<file path="src/rtl/ppu_ctrl_pkg.sv">
// Shared definitions for the PPU control register block: register map,
// STATUS bit layout, reset constants used by both this block and the PPU
// double buffer, the commit FSM state type and byte-lane write merging.
package ppu_ctrl_pkg;

  typedef enum logic [2:0] {
    ADDR_BGSCROLL = 3'd0,
    ADDR_FGSCROLL = 3'd1,
    ADDR_ENABLE   = 3'd2,
    ADDR_BGCOLOR  = 3'd3,
    ADDR_STATUS   = 3'd4,
    ADDR_COMMIT   = 3'd5,
    ADDR_IRQEN    = 3'd6,
    ADDR_RSVD     = 3'd7
  } regAddr_e;

  localparam int STATUS_PENDING_BIT = 0;
  localparam int STATUS_APPLIED_BIT = 1;
  localparam int STATUS_COUNT_LSB   = 16;

  localparam logic [31:0] BGSCROLL_RST = 32'h0001_0000;
  localparam logic [31:0] FGSCROLL_RST = 32'h0000_0000;
  localparam logic [2:0]  ENABLE_RST   = 3'b111;
  localparam logic [23:0] BGCOLOR_RST  = 24'h00_0000;

  // Implemented-bit masks; shadow registers keep unimplemented bits at zero
  localparam logic [31:0] ENABLE_MASK  = 32'h0000_0007;
  localparam logic [31:0] BGCOLOR_MASK = 32'h00FF_FFFF;
  localparam logic [31:0] IRQEN_MASK   = 32'h0000_0001;

  typedef enum logic {
    COMMIT_IDLE    = 1'b0,
    COMMIT_PENDING = 1'b1
  } commitState_e;

  // Replace the byte lanes selected by byteEn, then drop unimplemented bits
  function automatic logic [31:0] mergeBytes(input logic [31:0] oldVal,
                                             input logic [31:0] newVal,
                                             input logic [3:0]  byteEn,
                                             input logic [31:0] implMask);
    logic [31:0] result;
    result = oldVal;
    for (int i = 0; i < 4; i++) begin
      if (byteEn[i]) result[8*i +: 8] = newVal[8*i +: 8];
    end
    return result & implMask;
  endfunction

endpackage

</file>
<file path="src/rtl/ppu_ctrl_csr.sv">
// Avalon-MM register block that stages PPU scroll/enable/colour settings in
// shadow registers and publishes them atomically on a COMMIT write. Tracks
// the commit until the next frame sync and counts frames.
module ppu_ctrl_csr
  import ppu_ctrl_pkg::*;
#(
  parameter int ADDR_W = 3
) (
  input  logic              clk,
  input  logic              rst,
  input  logic              sync,
  input  logic [ADDR_W-1:0] avs_address,
  input  logic              avs_read,
  input  logic              avs_write,
  input  logic [31:0]       avs_writedata,
  input  logic [3:0]        avs_byteenable,
  output logic [31:0]       avs_readdata,
  output logic              avs_readdatavalid,
  output logic              irq,
  output logic [31:0]       ppu_bgscroll,
  output logic [31:0]       ppu_fgscroll,
  output logic [2:0]        ppu_enable,
  output logic [23:0]       ppu_bgcolor
);

  commitState_e r_state;
  commitState_e w_nextState;
  logic         w_applyNow;

  logic [31:0] r_shBg;
  logic [31:0] r_shFg;
  logic [31:0] r_shEn;
  logic [31:0] r_shColor;
  logic [31:0] r_irqEn;

  logic [31:0] r_ppuBg;
  logic [31:0] r_ppuFg;
  logic [2:0]  r_ppuEn;
  logic [23:0] r_ppuColor;

  logic        r_frameApplied;
  logic [15:0] r_frameCount;
  logic        r_irq;
  logic [31:0] r_readData;
  logic        r_readValid;

  regAddr_e    w_addr;
  logic        w_commit;
  logic        w_w1c;
  logic        w_pending;
  logic [31:0] w_status;
  logic [31:0] w_readMux;

  assign w_addr    = regAddr_e'(avs_address[2:0]);
  assign w_commit  = avs_write && (w_addr == ADDR_COMMIT);
  assign w_w1c     = avs_write && (w_addr == ADDR_STATUS) && avs_byteenable[0]
                     && avs_writedata[STATUS_APPLIED_BIT];
  assign w_pending = (r_state == COMMIT_PENDING);
  assign w_status  = {r_frameCount, 14'd0, r_frameApplied, w_pending};

  // Commit FSM state register
  always_ff @(posedge clk) begin
    if (rst) r_state <= COMMIT_IDLE;
    else     r_state <= w_nextState;
  end

  // Commit FSM next state; a commit coinciding with sync keeps us pending
  always_comb begin
    w_nextState = r_state;
    w_applyNow  = 1'b0;
    case (r_state)
      COMMIT_IDLE: begin
        if (w_commit) w_nextState = COMMIT_PENDING;
      end
      COMMIT_PENDING: begin
        if (w_commit) begin
          w_nextState = COMMIT_PENDING;
        end else if (sync) begin
          w_nextState = COMMIT_IDLE;
          w_applyNow  = 1'b1;
        end
      end
      default: w_nextState = COMMIT_IDLE;
    endcase
  end

  // Shadow registers written by the CPU through byte lanes
  always_ff @(posedge clk) begin
    if (rst) begin
      r_shBg    <= BGSCROLL_RST;
      r_shFg    <= FGSCROLL_RST;
      r_shEn    <= {29'd0, ENABLE_RST};
      r_shColor <= {8'd0, BGCOLOR_RST};
      r_irqEn   <= 32'd0;
    end else if (avs_write) begin
      case (w_addr)
        ADDR_BGSCROLL: r_shBg    <= mergeBytes(r_shBg, avs_writedata, avs_byteenable, 32'hFFFF_FFFF);
        ADDR_FGSCROLL: r_shFg    <= mergeBytes(r_shFg, avs_writedata, avs_byteenable, 32'hFFFF_FFFF);
        ADDR_ENABLE:   r_shEn    <= mergeBytes(r_shEn, avs_writedata, avs_byteenable, ENABLE_MASK);
        ADDR_BGCOLOR:  r_shColor <= mergeBytes(r_shColor, avs_writedata, avs_byteenable, BGCOLOR_MASK);
        ADDR_IRQEN:    r_irqEn   <= mergeBytes(r_irqEn, avs_writedata, avs_byteenable, IRQEN_MASK);
        default: ;
      endcase
    end
  end

  // Committed outputs reload together so the PPU never sees a mixed set
  always_ff @(posedge clk) begin
    if (rst) begin
      r_ppuBg    <= BGSCROLL_RST;
      r_ppuFg    <= FGSCROLL_RST;
      r_ppuEn    <= ENABLE_RST;
      r_ppuColor <= BGCOLOR_RST;
    end else if (w_commit) begin
      r_ppuBg    <= r_shBg;
      r_ppuFg    <= r_shFg;
      r_ppuEn    <= r_shEn[2:0];
      r_ppuColor <= r_shColor[23:0];
    end
  end

  // Frame-applied flag (set beats clear), frame counter and registered irq
  always_ff @(posedge clk) begin
    if (rst) begin
      r_frameApplied <= 1'b0;
      r_frameCount   <= 16'd0;
      r_irq          <= 1'b0;
    end else begin
      if (w_applyNow)  r_frameApplied <= 1'b1;
      else if (w_w1c)  r_frameApplied <= 1'b0;
      if (sync)        r_frameCount   <= r_frameCount + 16'd1;
      r_irq <= r_frameApplied & r_irqEn[0];
    end
  end

  // Read mux over pre-write register values
  always_comb begin
    w_readMux = 32'd0;
    case (w_addr)
      ADDR_BGSCROLL: w_readMux = r_shBg;
      ADDR_FGSCROLL: w_readMux = r_shFg;
      ADDR_ENABLE:   w_readMux = r_shEn;
      ADDR_BGCOLOR:  w_readMux = r_shColor;
      ADDR_STATUS:   w_readMux = w_status;
      ADDR_IRQEN:    w_readMux = r_irqEn;
      default:       w_readMux = 32'd0;
    endcase
  end

  // Fixed one-cycle read latency
  always_ff @(posedge clk) begin
    if (rst) begin
      r_readData  <= 32'd0;
      r_readValid <= 1'b0;
    end else begin
      r_readValid <= avs_read;
      if (avs_read) r_readData <= w_readMux;
    end
  end

  assign avs_readdata      = r_readData;
  assign avs_readdatavalid = r_readValid;
  assign irq               = r_irq;
  assign ppu_bgscroll      = r_ppuBg;
  assign ppu_fgscroll      = r_ppuFg;
  assign ppu_enable        = r_ppuEn;
  assign ppu_bgcolor       = r_ppuColor;

endmodule

</file>
<file path="config.mk">
export PLATFORM = sky130hd
export DESIGN_NAME = ppu_ctrl_csr
export DESIGN_NICKNAME = d
export VERILOG_FILES = /design/src/rtl/ppu_ctrl_pkg.sv /design/src/rtl/ppu_ctrl_csr.sv
export SDC_FILE = /design/constraint.sdc
export NUM_CORES = 1
export LEC_CHECK = 0
export ABC_AREA = 1
export BUFFER_PORTS_ARGS = -buffer_cell sky130_fd_sc_hd__buf_2
export CORE_MARGIN = 5
export CORE_UTILIZATION = 57
export CTS_BUF_LIST = sky130_fd_sc_hd__clkbuf_4 sky130_fd_sc_hd__clkbuf_8
export DETAILED_ROUTE_END_ITERATION = 8
export PLACE_DENSITY = 0.9
export SLEW_MARGIN = 0
export SYNTH_ARGS = -nofsm -noshare
export SYNTH_HDL_FRONTEND = slang
export SYNTH_SLANG_ARGS = --single-unit
export TNS_END_PERCENT = 100
</file>
<file path="constraint.sdc">
create_clock -name clk -period 1.96 [get_ports clk]
set_clock_uncertainty 0.05 [all_clocks]
set_input_delay 0.588 -clock clk [delete_from_list [all_inputs] [get_ports clk]]
set_output_delay 0.588 -clock clk [all_outputs]
set_load 0.03 [all_outputs]
</file>
==> metrics.txt <==
status finished, final reports clean; power per cell area just over 900 nW/µm²; CP cell instances buf_2; clock-pin slew on the worst setup and hold paths 0.07 ns; sw power 2530 µW; Chip Width 136 µm; Initial Util 57.5%; Final Max Tran Viols 0; total routed wirelength 26000 µm; total CTS buffers 38; clock root cell clkbuf_8; Final setup violation count 0; biggest area consumer among synthesized cells dfxtp_1; core area 15700 µm²; post-synthesis instance area ~9000 µm²; Setup crit start kind flop; Synth async-reset ratio 0%; Crit. End Element primary output; CTS resizes 0; EDFF count, synth 0; fin nets between 1000 and 1500; Vias/cell around 5.5; Lkg Pwr roughly 0.005 µW; Flop pwr share between 40% and 50%; fillers 1240; wire length per cell 16.0 µm; Seq/Total Area, Yosys 52.1%; synthesized flop and latch total 235; Clock power frac 43.9%; CTS tree built; Post-Syn Nets 1253; Crit Path Class reg2out; # IOs 169; Mean Syn Cell Area 7.48 µm²; Detail Placement HPWL 17500 µm; drc violations 0; die area 18500 µm²; Max Cap Viol 0; Fin. Hold Viols 0; initial antenna violation count 7; fraction of layout cells with a size suffix above 1 19.9%; H-Tree Level Count 2; Post-Route Setup TNS 0 ns; combinational power share 7.2%; port buffer count 168; # Post-CTS Setup Buffers 0; number of global-route vias before repair 8097; Synth area leaders dfxtp_1 52%, o21ai_0 11%, nor2_1 9.0%; global route total overflow 0; Post-synth top cells 235 x dfxtp_1, 216 x nor2_1, 198 x nand2_1, 193 x o21ai_0, 125 x a21oi_1; clock sink count 235; share of the synthesized area in the top cell type a little over half; Final min period 1.77 ns; Max-slew headroom 60.1%; Worst path top cell family by delay flip-flops; RSZ-0062 raised after global routing false; final setup margin 0.191 ns; 1st-pass router iterations 6; global-route wire length before repair 40700 µm; worst path required time 1.32 ns; Worst Path Max Fanout 2; Die Ht 136 µm; initial DRC count slightly above 1000; hold_buf cts 0; largest net degree at the start of global routing between 100 and 150; ANT nets after route 0; gr usage total 27.4%; Max Fclk approximately 570 MHz; Arr. time, crit path 1.13 ns; vias post-DR 8900; DP Cell Count 1551; pre-CTS setup slack -0.0365 ns; Mapped Cells roughly 1200; P&R area growth vs syn 21.3%; clk buf depth 3; Final GP Congestion between 0.9 and 1; Post-synth top flop dfxtp_1; Internal 7600 µW; Clk Latency, worst-skew pair 0.54 ns; CP Buf/Inv Count 1; non-filler cells, final 1623; Yosys warning total 0; CP max stage cell dfxtp_1; Worst Hold Class in2reg; worst vdd ir 0.668 mV; Cell Rows 46; sw frac about 25%; Final Cycle Share 90.3%; Worst Max-Slew Pin Slew 0.599 ns; CP max stage delay 0.38 ns; count leader, synth dfxtp_1; post-synth cell types 30
[area by class of cell]
class | instances | area [µm²] | share of cell area [%]
sequential | 235 | 4700 | 42.9
multi-input combinational | 825 | 3700 | 33.8
timing repair buffer | 201 | 1180 | 10.7
clock buffer | 55 | 719 | 6.57
inverter | 74 | 283 | 2.58
tap | 216 | 270 | 2.47
clock inverter | 11 | 88.8 | 0.811
antenna | 6 | 15.0 | 0.137
[routing by layer]
metal,vias up,part of all wire (%),global-route usage [%]
met5,-,0.050,0
met4,2,3.9,11.4
met3,84,10,6.59
met2,473,45,42.3
met1,4045,41,36.9
li1,4296,-,-
[cells by family (layout without fill, tap and decap cells)]
group / Yosys count / count (layout) / synth area share [%]
xor+xnor: 1 / 1 / 0.0970
fa+ha+maj: 1 / 1 / 0.139
simple gates: 497 / 497 / 22.4
flops: 235 / 235 / 52.1
other cells: 0 / 6 / 0
compound gates: 326 / 326 / 18.2
buf+inv: 148 / 341 / 7.05
[final timing paths]
path | cells past startpoint | slack (ns) | endpoint | from
setup / recovery | 1 | 0.19 | ppu_bgcolor[16] | ppu_bgcolor[16]$_SDFFE_PP0P_
hold / removal | 3 | 0.27 | r_shEn[2]$_SDFFE_PP1P_ | avs_writedata[2]
setup reg to reg | 8 | 0.32 | r_frameCount[14]$_SDFFE_PP0P_ | r_frameCount[0]$_SDFFE_PP0P_
hold reg to reg | 2 | 0.40 | ppu_bgscroll[16]$_SDFFE_PP1P_ | ppu_bgscroll[16]$_SDFFE_PP1P_
[metrics by stage]
step | total power [µW] | instance area [µm²] | utilization [%] | hold slack [ns]
floorplan | 5510 | 9030 | - | 0.380
global placement | 5760 | 10100 | 64.5 | 0.383
detailed placement | 5770 | 10100 | 64.5 | 0.394
CTS | 10100 | 10900 | 69.6 | 0.247
global route | 10500 | 11000 | 69.7 | 0.266
finish | 10100 | 11000 | 69.7 | 0.268
[power by group through the flow]
stage	Combinational (µW)	Clock, µW	Sequential, µW
floorplan	320	0	5190
global placement	699	0	5060
CTS	719	4470	4960
finish	727	4450	4960
global route	788	4700	4970
detailed placement	712	0	5060
[flip-flops by register name (all words and copies together), names as in the netlist, 3 cells and up]
| name | flops |
|---|---|
| avs_readdata | 32 |
| ppu_bgscroll | 32 |
| ppu_fgscroll | 32 |
| r_shBg | 32 |
| r_shFg | 32 |
| ppu_bgcolor | 24 |
| r_shColor | 24 |
| r_frameCount | 16 |
| ppu_enable | 3 |
| r_shEn | 3 |
[tightest hold or removal path, cell delays in order]
cell and delay [ns]:
buf_2 0.12, nand2_1 0.06, nand3_1 0.05
[cells in the final DEF, fill, tap and decap left out, drive strengths merged]
master      n
a21oi     125
a211oi      2
clkbuf     55
xor2        1
clkinvlp    2
inv        73
bufinv      1
o21ai     195
nor3        8
nor2      220
ha          1
nand4      10
o211ai      1
a31oi       1
nand3      60
nand2     198
o21a        1
buf       201
nand3b      1
dfxtp     235
o31ai       1
clkinv      9
diode       6
No activity file was read; power rests on OpenSTA's default activity.
